===== config.mk =====
export PLATFORM = sky130hd
export DESIGN_NAME = acc_exec_unit
export DESIGN_NICKNAME = d
export VERILOG_FILES = /design/src/rtl/acc_exec_unit.sv
export SDC_FILE = /design/constraint.sdc
export NUM_CORES = 1
export LEC_CHECK = 0
export ABC_AREA = 1
export BUFFER_PORTS_ARGS = -buffer_cell sky130_fd_sc_hd__buf_2
export CAP_MARGIN = 20
export CORE_MARGIN = 1.5
export CORE_UTILIZATION = 54
export DETAILED_ROUTE_END_ITERATION = 8
export PLACE_DENSITY = 0.82
export SLEW_MARGIN = 20
export SYNTH_ARGS = -nofsm -noshare
export SYNTH_HDL_FRONTEND = slang
export SYNTH_SLANG_ARGS = --single-unit

===== constraint.sdc =====
create_clock -name CLK -period 2 [get_ports CLK]
set_clock_uncertainty 0.1 [all_clocks]
set_input_delay 0.2 -clock CLK [delete_from_list [all_inputs] [get_ports CLK]]
set_output_delay 0.2 -clock CLK [all_outputs]
set_load 0.05 [all_outputs]

===== src/rtl/acc_exec_unit.sv =====
// Accumulator execution unit: one instruction per valid/ready handshake, ACC + N/Z/C
// flags, multi-cycle logical shifts at STEP bits per cycle, branch and write strobes.
module acc_exec_unit #(
    parameter int unsigned W    = 8,
    parameter int unsigned STEP = 1
) (
    input  logic         CLK,
    input  logic         reset_n,
    input  logic         in_valid,
    output logic         in_ready,
    input  logic [3:0]   op,
    input  logic [W-1:0] operand,
    output logic [W-1:0] acc,
    output logic         flag_n,
    output logic         flag_z,
    output logic         flag_c,
    output logic         out_valid,
    output logic         branch_taken,
    output logic         wr_reg,
    output logic         wr_mem
);

    localparam int unsigned CW = $clog2(W) + 1;

    localparam logic [3:0] OP_ADD = 4'h0;
    localparam logic [3:0] OP_SUB = 4'h1;
    localparam logic [3:0] OP_STR = 4'h2;
    localparam logic [3:0] OP_LDR = 4'h3;
    localparam logic [3:0] OP_AND = 4'h4;
    localparam logic [3:0] OP_XOR = 4'h5;
    localparam logic [3:0] OP_MLD = 4'h6;
    localparam logic [3:0] OP_MST = 4'h7;
    localparam logic [3:0] OP_LDI = 4'h8;
    localparam logic [3:0] OP_SHL = 4'h9;
    localparam logic [3:0] OP_SHR = 4'hA;
    localparam logic [3:0] OP_JMP = 4'hB;
    localparam logic [3:0] OP_BRN = 4'hC;
    localparam logic [3:0] OP_BRZ = 4'hD;
    localparam logic [3:0] OP_NOT = 4'hE;
    localparam logic [3:0] OP_CLR = 4'hF;

    typedef enum logic {
        S_IDLE  = 1'b0,
        S_SHIFT = 1'b1
    } state_t;

    state_t        r_state, w_state_nx;
    logic [W-1:0]  r_acc, w_acc_nx;
    logic          r_n, r_z, r_c;
    logic          w_n_nx, w_z_nx, w_c_nx;
    logic          r_out_valid, w_out_valid_nx;
    logic          r_branch, w_branch_nx;
    logic          r_wr_reg, w_wr_reg_nx;
    logic          r_wr_mem, w_wr_mem_nx;
    logic          r_in_ready;
    logic [CW-1:0] r_rem, w_rem_nx;
    logic          r_shl, w_shl_nx;

    logic          w_accept;
    logic          w_nz_upd;
    logic [CW-1:0] w_cnt;
    logic [CW-1:0] w_step;
    logic [W:0]    w_sum;
    logic [W-1:0]  w_shift_res;
    logic          w_last_out;

    assign w_accept    = in_valid & r_in_ready;
    assign w_cnt       = operand[CW-1:0];
    assign w_step      = (r_rem > CW'(STEP)) ? CW'(STEP) : r_rem;
    assign w_sum       = {1'b0, r_acc} + {1'b0, operand};
    assign w_shift_res = r_shl ? (r_acc << w_step) : (r_acc >> w_step);

    // Bit that falls off the end during this shift cycle (w_step >= 1 while shifting).
    assign w_last_out = r_shl ? |(r_acc & (W'(1) << (CW'(W) - w_step)))
                              : |(r_acc & (W'(1) << (w_step - CW'(1))));

    // Next-state, datapath and strobe decode.
    always_comb begin
        w_state_nx     = r_state;
        w_acc_nx       = r_acc;
        w_n_nx         = r_n;
        w_z_nx         = r_z;
        w_c_nx         = r_c;
        w_rem_nx       = r_rem;
        w_shl_nx       = r_shl;
        w_out_valid_nx = 1'b0;
        w_branch_nx    = 1'b0;
        w_wr_reg_nx    = 1'b0;
        w_wr_mem_nx    = 1'b0;
        w_nz_upd       = 1'b0;

        case (r_state)
            S_IDLE: begin
                if (w_accept) begin
                    w_out_valid_nx = 1'b1;
                    case (op)
                        OP_ADD: begin
                            {w_c_nx, w_acc_nx} = w_sum;
                            w_nz_upd = 1'b1;
                        end
                        OP_SUB: begin
                            w_acc_nx = r_acc - operand;
                            w_c_nx   = (r_acc >= operand);
                            w_nz_upd = 1'b1;
                        end
                        OP_STR: w_wr_reg_nx = 1'b1;
                        OP_MST: w_wr_mem_nx = 1'b1;
                        OP_LDR, OP_MLD, OP_LDI: begin
                            w_acc_nx = operand;
                            w_nz_upd = 1'b1;
                        end
                        OP_AND: begin
                            w_acc_nx = r_acc & operand;
                            w_nz_upd = 1'b1;
                        end
                        OP_XOR: begin
                            w_acc_nx = r_acc ^ operand;
                            w_nz_upd = 1'b1;
                        end
                        OP_NOT: begin
                            w_acc_nx = ~r_acc;
                            w_nz_upd = 1'b1;
                        end
                        OP_SHL, OP_SHR: begin
                            w_nz_upd = 1'b1;
                            if (w_cnt >= CW'(W)) begin
                                // Whole word shifted out in one cycle.
                                w_acc_nx = '0;
                                w_c_nx   = (w_cnt == CW'(W)) &
                                           ((op == OP_SHL) ? r_acc[0] : r_acc[W-1]);
                            end else if (w_cnt != '0) begin
                                w_nz_upd       = 1'b0;
                                w_out_valid_nx = 1'b0;
                                w_state_nx     = S_SHIFT;
                                w_rem_nx       = w_cnt;
                                w_shl_nx       = (op == OP_SHL);
                            end
                        end
                        OP_JMP: w_branch_nx = 1'b1;
                        OP_BRN: w_branch_nx = r_n;
                        OP_BRZ: w_branch_nx = r_z;
                        OP_CLR: begin
                            w_n_nx = 1'b0;
                            w_z_nx = 1'b0;
                            w_c_nx = 1'b0;
                        end
                        default: ;
                    endcase
                end
            end
            S_SHIFT: begin
                w_acc_nx = w_shift_res;
                w_rem_nx = r_rem - w_step;
                if (r_rem == w_step) begin
                    w_state_nx     = S_IDLE;
                    w_out_valid_nx = 1'b1;
                    w_c_nx         = w_last_out;
                    w_nz_upd       = 1'b1;
                end
            end
            default: w_state_nx = S_IDLE;
        endcase

        if (w_nz_upd) begin
            w_n_nx = w_acc_nx[W-1];
            w_z_nx = (w_acc_nx == '0);
        end
    end

    // State and architectural registers.
    always_ff @(posedge CLK or negedge reset_n) begin
        if (!reset_n) begin
            r_state     <= S_IDLE;
            r_acc       <= '0;
            r_n         <= 1'b0;
            r_z         <= 1'b0;
            r_c         <= 1'b0;
            r_out_valid <= 1'b0;
            r_branch    <= 1'b0;
            r_wr_reg    <= 1'b0;
            r_wr_mem    <= 1'b0;
            r_in_ready  <= 1'b1;
            r_rem       <= '0;
            r_shl       <= 1'b0;
        end else begin
            r_state     <= w_state_nx;
            r_acc       <= w_acc_nx;
            r_n         <= w_n_nx;
            r_z         <= w_z_nx;
            r_c         <= w_c_nx;
            r_out_valid <= w_out_valid_nx;
            r_branch    <= w_branch_nx;
            r_wr_reg    <= w_wr_reg_nx;
            r_wr_mem    <= w_wr_mem_nx;
            r_in_ready  <= (w_state_nx == S_IDLE);
            r_rem       <= w_rem_nx;
            r_shl       <= w_shl_nx;
        end
    end

    assign in_ready     = r_in_ready;
    assign acc          = r_acc;
    assign flag_n       = r_n;
    assign flag_z       = r_z;
    assign flag_c       = r_c;
    assign out_valid    = r_out_valid;
    assign branch_taken = r_branch;
    assign wr_reg       = r_wr_reg;
    assign wr_mem       = r_wr_mem;

endmodule


==> results.tsv, run 1 <==
stage	metric	value	unit
finish	share of layout cells above drive strength 1	34.74	%
global_routing	vias in the first global route	3152	
detailed_routing	first-pass iteration count of the detailed router	6	
global_routing	pin count of the biggest net entering global routing	23	
power_and_ir_drop	cell-internal power	2330	uW
power_and_ir_drop	combinational share of power	78.1	%
sta	Tmin final	2.289	ns
global_routing	initial antenna violation count	0	
clocking	CTS buffer count	3	
synth	Yosys top cell area share	19.93	%
status	violated checks	negative setup slack	
sta	Fmax	0.4369	GHz
sta	Worst Slack Setup Final	-0.2890	ns
synth	Yosys reg bits	22	
clocking	CTS Buffer Depth	2	
die	Die H	72.87	um
sta	unrepaired setup endpoints after global routing	true	
synth	Post-Synthesis Cells	448	
critical_path	Reg2Reg Setup Slack	-0.29	ns
critical_path	worst endpoint required time	2.11	ns
synth	number of enable flip-flop cells after synthesis	0	
synth	synth warn	0	
power_and_ir_drop	Sw Ratio	53.84	%
hold_path	Worst Hold Class	in -> reg	
power_and_ir_drop	Pleak	0.001948	uW
sta	WHS	0.1816	ns
global_routing	routing usage on met3	4.834	%
global_routing	overall routing resource usage	35.72	%
finish	Ant. Diodes	0	
sta	setup violators final	9	
power_and_ir_drop	VDD IR max	0.0008874	V
critical_path	slowest cell on the critical path	dfrtp_2	
critical_path	Setup crit start kind	register	
clocking	Sink Count	22	
detailed_routing	via count	3481	
detailed_routing	Routed WL	9598	um
clocking	Root Buffer	clkbuf_8	
synth	syn_nets	483	
finish	non-filler cells, final	611	
die	num rows	25	
flow_run	maximum capacitance violations	0	
sta	Final Hold Vio Count	0	
die	Initial Util	55.81	%
critical_path	Crit Path Category	reg -> reg	
die	Core Area	4723	um2
synth	most common cell in the netlist	nand2_1	
finish	Final nets	580	
critical_path	WP buf/inv	2	
synth	prevailing post-synth register cell	dfrtp_1	
clocking	clk slew on worst S/H paths	0.09	ns
critical_path	crit path capture type	register	
place	placed instance count	601	
synth	synth top area cells	dfrtp_1, nand2_1, inv_1, nand3_1, ha_1	
sta	Slew Limit Fails	0	
place	detailed placement HPWL	7336	um
global_routing	GRT busiest layer	met2	
finish	max reg flops	8	
sta	Worst Tran Pin Value	0.5492	ns
sta	crit share post-route	114.4	%
die	Chip Width	72.87	um
clocking	CTS tree	built	
status	status	complete, but fails checks	
power_and_ir_drop	Cell Pwr Density	1362	nW/um2
critical_path	crit path max fanout	3	
synth	synthesized area per cell	5.885	um2
die	IO Count	31	
synth	Syn Std Cell Area	2636	um2
critical_path	crit path DAT	2.40	ns
sta	Worst slew margin	63.39	%
detailed_routing	DR WL/cell	15.71	um
global_routing	first-pass GRT wire length	14430	um
die	total die area	5310	um2
critical_path	CP peak stage delay	0.44	ns
critical_path	Cell Chain, Critical Path	inv_2 > ha_4 > inv_2 > fa_2 > nand2_2 > nand2_2 > nand3_2 > nand3_2 > nand2_2 > nor2_1 > nor2_1 > nand3_1 > a21oi_2 > nand2_1 > nor2_1 > nand3_1 > nand2_1	
synth	area leader, netlist	dfrtp_1	
global_routing	met2 GRT Util	64.42	%
synth	asr flop ratio synth	100.0	%
critical_path	CP delay by family, top	simple AND/OR/NAND/NOR gates	
clocking	Clk Latency, worst-skew pair	0.27	ns
power_and_ir_drop	Clk pwr share	6.8	%
detailed_routing	antenna-violating nets left	0	
synth	sequential element share of the synthesized area	20.93	%
global_routing	met1 Resource Use GR	42.94	%
sta	Sum Neg Setup Slack	-0.9109	ns
power_and_ir_drop	share of power burned in registers	15.1	%
finish	Area growth syn-to-layout	40.63	%
synth	post-synth cell types	36	
place	GPL Wtd Cong	0.9429	
clocking	H-tree Lvls	1	
detailed_routing	DRC violations left	0	
detailed_routing	First DRT Iteration DRCs	430	
detailed_routing	Vias/cell	5.697	
global_routing	GR Overflow Total	0	
power_and_ir_drop	NetSw	2718	uW
place	port buffer count	30	
synth	commonest cells in the netlist	nand2_1, inv_1, nor2_1	
## cells in the final DEF, fill, tap and decap left out, types with 5 or more instances in the layout
| cell type | n |
|---|---|
| nor2_2 | 10 |
| ha_4 | 7 |
| buf_2 | 30 |
| dfrtp_2 | 7 |
| nor3_1 | 6 |
| buf_4 | 66 |
| nand4_1 | 5 |
| a21oi_1 | 19 |
| inv_1 | 57 |
| nand3_2 | 9 |
| nor2_1 | 46 |
| o211ai_1 | 7 |
| nand3_1 | 37 |
| ha_1 | 8 |
| dfrtp_1 | 14 |
| nand2_1 | 120 |
| o21ai_0 | 20 |
| inv_2 | 11 |
| a21oi_2 | 6 |
| nand2_2 | 16 |
## worst paths after layout
kind | startpoint | end | cells after the start
worst max-delay path | acc[0] | flag_z | 17
worst min-delay path | op[0] | wr_mem | 3
worst max register to register | acc[0] | flag_z | 17
worst min register to register | flag_z | flag_z | 2
max in group asynchronous | reset_n | acc[5] | 2
min in group asynchronous | reset_n | out_valid | 2
## per-layer routing
layer / part of all wire, % / up-vias
li1: - / 1638
met1: 38 / 1557
met2: 49 / 243
met3: 8.9 / 43
met4: 3.8 / 0
met5: 0 / -
## tightest hold or removal path: stages
cell,delay (ns)
buf_2,0.13
nand2_1,0.10
nor3_1,0.08
## kinds of logic after synthesis
family / share of synthesized area (%)
buffers and inverters: 11.20
AO/OA/AOI/OAI: 15.38
adder cells (fa/ha/maj): 10.06
XOR/XNOR: 0.3323
flip-flops: 20.93
AND/OR/NAND/NOR: 42.10
## final cells by class
class                   count  area (um2)
inverters                  69       261.5
fillers                   371        1016
well taps                  67       83.83
flip-flops and latches     22       560.5
repair buffers            101       703.2
clock buffers               4       55.05
multi-input cells         348        2043
## per-stage QoR
stage | util [%] | setup WS, ns | total power, uW | instance area (um2)
2_1_floorplan | - | -0.2202 | 2816 | 2668
3_3_place_gp | 71.18 | -0.2587 | 4000 | 3362
3_5_place_dp | 71.18 | -0.3073 | 4080 | 3362
4_1_cts | 75.15 | -0.2142 | 4648 | 3550
5_1_grt | 78.49 | -0.4043 | 5360 | 3707
6_report | 78.49 | -0.2890 | 5048 | 3707
## power by group through the flow
stage | Combinational, uW | Sequential [uW] | Clock [uW]
after floorplan | 1630 | 1180 | 0
after global placement | 3260 | 735 | 0
after detailed placement | 3340 | 743 | 0
after CTS | 3550 | 750 | 345
after global routing | 4230 | 779 | 355
final | 3940 | 765 | 342
## what timing repair did
| item | CTS | global route |
|---|---|---|
| hold buffers | 1 | 0 |
| gates cloned | 0 | 0 |
| pin swaps | 11 | 32 |
| resized for setup | 28 | 41 |
| endpoints found under the hold margin | 21 | 0 |
| setup buffers | 2 | 6 |
| endpoints found under the setup margin | 10 | 11 |
(Power assumes the default switching activity.)
==> run 2: changes to the inputs <==
--- a/config.mk
+++ b/config.mk
@@ -12,6 +12,7 @@
 export CORE_UTILIZATION = 54
 export DETAILED_ROUTE_END_ITERATION = 8
 export PLACE_DENSITY = 0.82
+export SETUP_SLACK_MARGIN = 0.2
 export SLEW_MARGIN = 20
 export SYNTH_ARGS = -nofsm -noshare
 export SYNTH_HDL_FRONTEND = slang
==> results.tsv, run 2 (same netlist as run 1, synthesis figures left out) <==
stage	metric	value	unit	change
status	status	complete, but fails checks		
status	violated checks	negative setup slack		
global_routing	overall routing resource usage	36.61	%	+0.88 points
sta	setup violators final	10		+1
die	Core Area	4723	um2	unchanged
finish	most common cell after layout, fill and taps aside	nand2_1		
sta	WHS	0.1513	ns	-0.03031 ns
critical_path	crit path max fanout	3		unchanged
sta	crit share post-route	114.1	%	-0.39 points
sta	Worst Tran Pin Value	0.5688	ns	+0.01956 ns
clocking	Root Buffer	clkbuf_8		
clocking	clk slew on worst S/H paths	0.10	ns	about the same
finish	commonest cells after routing, fill and taps aside	nand2_1, buf_4, inv_1, nor2_1, nand3_1		
clocking	CTS Buffer Depth	2		unchanged
global_routing	first-pass GRT wire length	14940	um	+3.5%
power_and_ir_drop	VDD IR max	0.0009204	V	+3.7%
clocking	H-tree Lvls	1		unchanged
critical_path	Setup crit start kind	register		
die	num rows	25		unchanged
finish	Ant. Diodes	0		unchanged
detailed_routing	Routed WL	9448	um	-1.6%
die	Chip Width	72.87	um	unchanged
sta	Slew Limit Fails	0		unchanged
finish	# fillers	377		+1.6%
die	Initial Util	55.81	%	unchanged
critical_path	Crit Path Category	reg -> reg		
finish	Area growth syn-to-layout	37.73	%	
sta	unrepaired setup endpoints after global routing	true		
hold_path	Worst Hold Class	in -> reg		
finish	share of layout cells above drive strength 1	32.47	%	-2.3 points
detailed_routing	First DRT Iteration DRCs	439		+2.1%
power_and_ir_drop	Pleak	0.001918	uW	-1.5%
clocking	CTS tree	built		
clocking	Sink Count	22		unchanged
sta	Tmin final	2.281	ns	-0.007726 ns
die	total die area	5310	um2	unchanged
place	port buffer count	30		unchanged
sta	Final Hold Vio Count	0		unchanged
detailed_routing	antenna-violating nets left	0		unchanged
clocking	CTS buffer count	3		unchanged
sta	Worst Slack Setup Final	-0.2812	ns	+0.007726 ns
sta	Fmax	0.4384	GHz	+0.34%
finish	Util after Layout	76.87	%	-1.6 points
global_routing	GR Overflow Total	0		unchanged
detailed_routing	via count	3440		-1.2%
global_routing	initial antenna violation count	0		unchanged
global_routing	vias in the first global route	3235		+2.6%
detailed_routing	Vias/cell	5.677		-0.36%
finish	max reg flops	8		unchanged
critical_path	crit path DAT	2.41	ns	about the same
die	IO Count	31		unchanged
detailed_routing	DR WL/cell	15.59	um	-0.75%
die	Die H	72.87	um	unchanged
power_and_ir_drop	Cell Pwr Density	1407	nW/um2	+3.3%
critical_path	crit path capture type	register		
place	GPL Wtd Cong	0.9678		+2.6%
detailed_routing	DRC violations left	0		unchanged
place	detailed placement HPWL	7123	um	-2.9%
detailed_routing	first-pass iteration count of the detailed router	6		unchanged
clocking	Clk Latency, worst-skew pair	0.28	ns	about the same
flow_run	maximum capacitance violations	0		unchanged
finish	Final nets	575		-0.86%
global_routing	pin count of the biggest net entering global routing	23		unchanged
sta	Worst slew margin	62.08	%	-1.3 points
critical_path	worst endpoint required time	2.13	ns	+0.02 ns
-- run 2: area by class of cell --
type,count,area (um2),share of cell area (%)
well taps,67,83.83,2.309
clock buffers,3,41.29,1.137
multi-input cells,348,1987,54.72
clock inverters,1,30.03,0.8270
inverters,69,264.0,7.271
flip-flops and latches,22,561.8,15.47
repair buffers,96,663.1,18.26
-- run 2: worst max-delay path: stages, from the launching register on --
cell and delay, ns:
dfrtp_2 0.43, inv_2 0.08, ha_4 0.12, inv_2 0.03
fa_2 0.36, nand2_2 0.08, nand2_2 0.07, nand3_2 0.08
nand3_2 0.06, nand2_1 0.06, nor2_1 0.04, nor2_1 0.10
nand3_1 0.09, a21oi_2 0.16, nand2_1 0.08, nor2_1 0.12
nand3_1 0.10, nand2_1 0.06
-- run 2: worst paths after layout --
kind | start | to | cells past startpoint | slack [ns]
hold reg to reg | flag_c | flag_c | 1 | 0.43
setup reg to reg | acc[0] | flag_z | 17 | -0.28
max in group asynchronous | reset_n | acc[1] | 2 | 1.04
min in group asynchronous | reset_n | r_state | 2 | 0.35
setup / recovery | acc[0] | flag_z | 17 | -0.28
hold / removal | op[0] | wr_mem | 3 | 0.15
-- run 2: through the flow --
step / power [uW] / TNS [ns] / setup slack, ns / cell area, um2 / instances
2_1_floorplan: 2910 / -0.5500 / -0.2201 / 2729 / 448
3_3_place_gp: 3970 / -0.3281 / -0.1249 / 3279 / 586
3_5_place_dp: 4025 / -0.6156 / -0.2148 / 3279 / 586
4_1_cts: 4693 / -0.4528 / -0.2381 / 3483 / 597
5_1_grt: 5458 / -2.400 / -0.3802 / 3631 / 606
6_report: 5107 / -1.563 / -0.2812 / 3631 / 606
-- run 2: metal layers --
layer	vias up	wire, um	GRT usage [%]
met2	245	4431	61.26
met1	1538	3676	46.62
li1	1617	-	-
met5	-	0	0
met3	40	1002	5.663
met4	0	338	15.93
-- run 2: report_power, final --
part / internal (uW) / leakage, uW / switching, uW
Combinational: 1560 / 0.00161 / 2330
Clock: 268 / 0.0000357 / 175
Sequential: 610 / 0.000270 / 165
Total: 2440 / 0.00192 / 2670
-- run 2: what timing repair did --
action                                  4_1_cts  5_1_grt
setup buffers                                 6        9
endpoints found under the setup margin       10       12
hold endpoints to repair                     21        0
hold buffers                                  1        0
pin swaps                                     6       18
gates resized for setup                      26       25
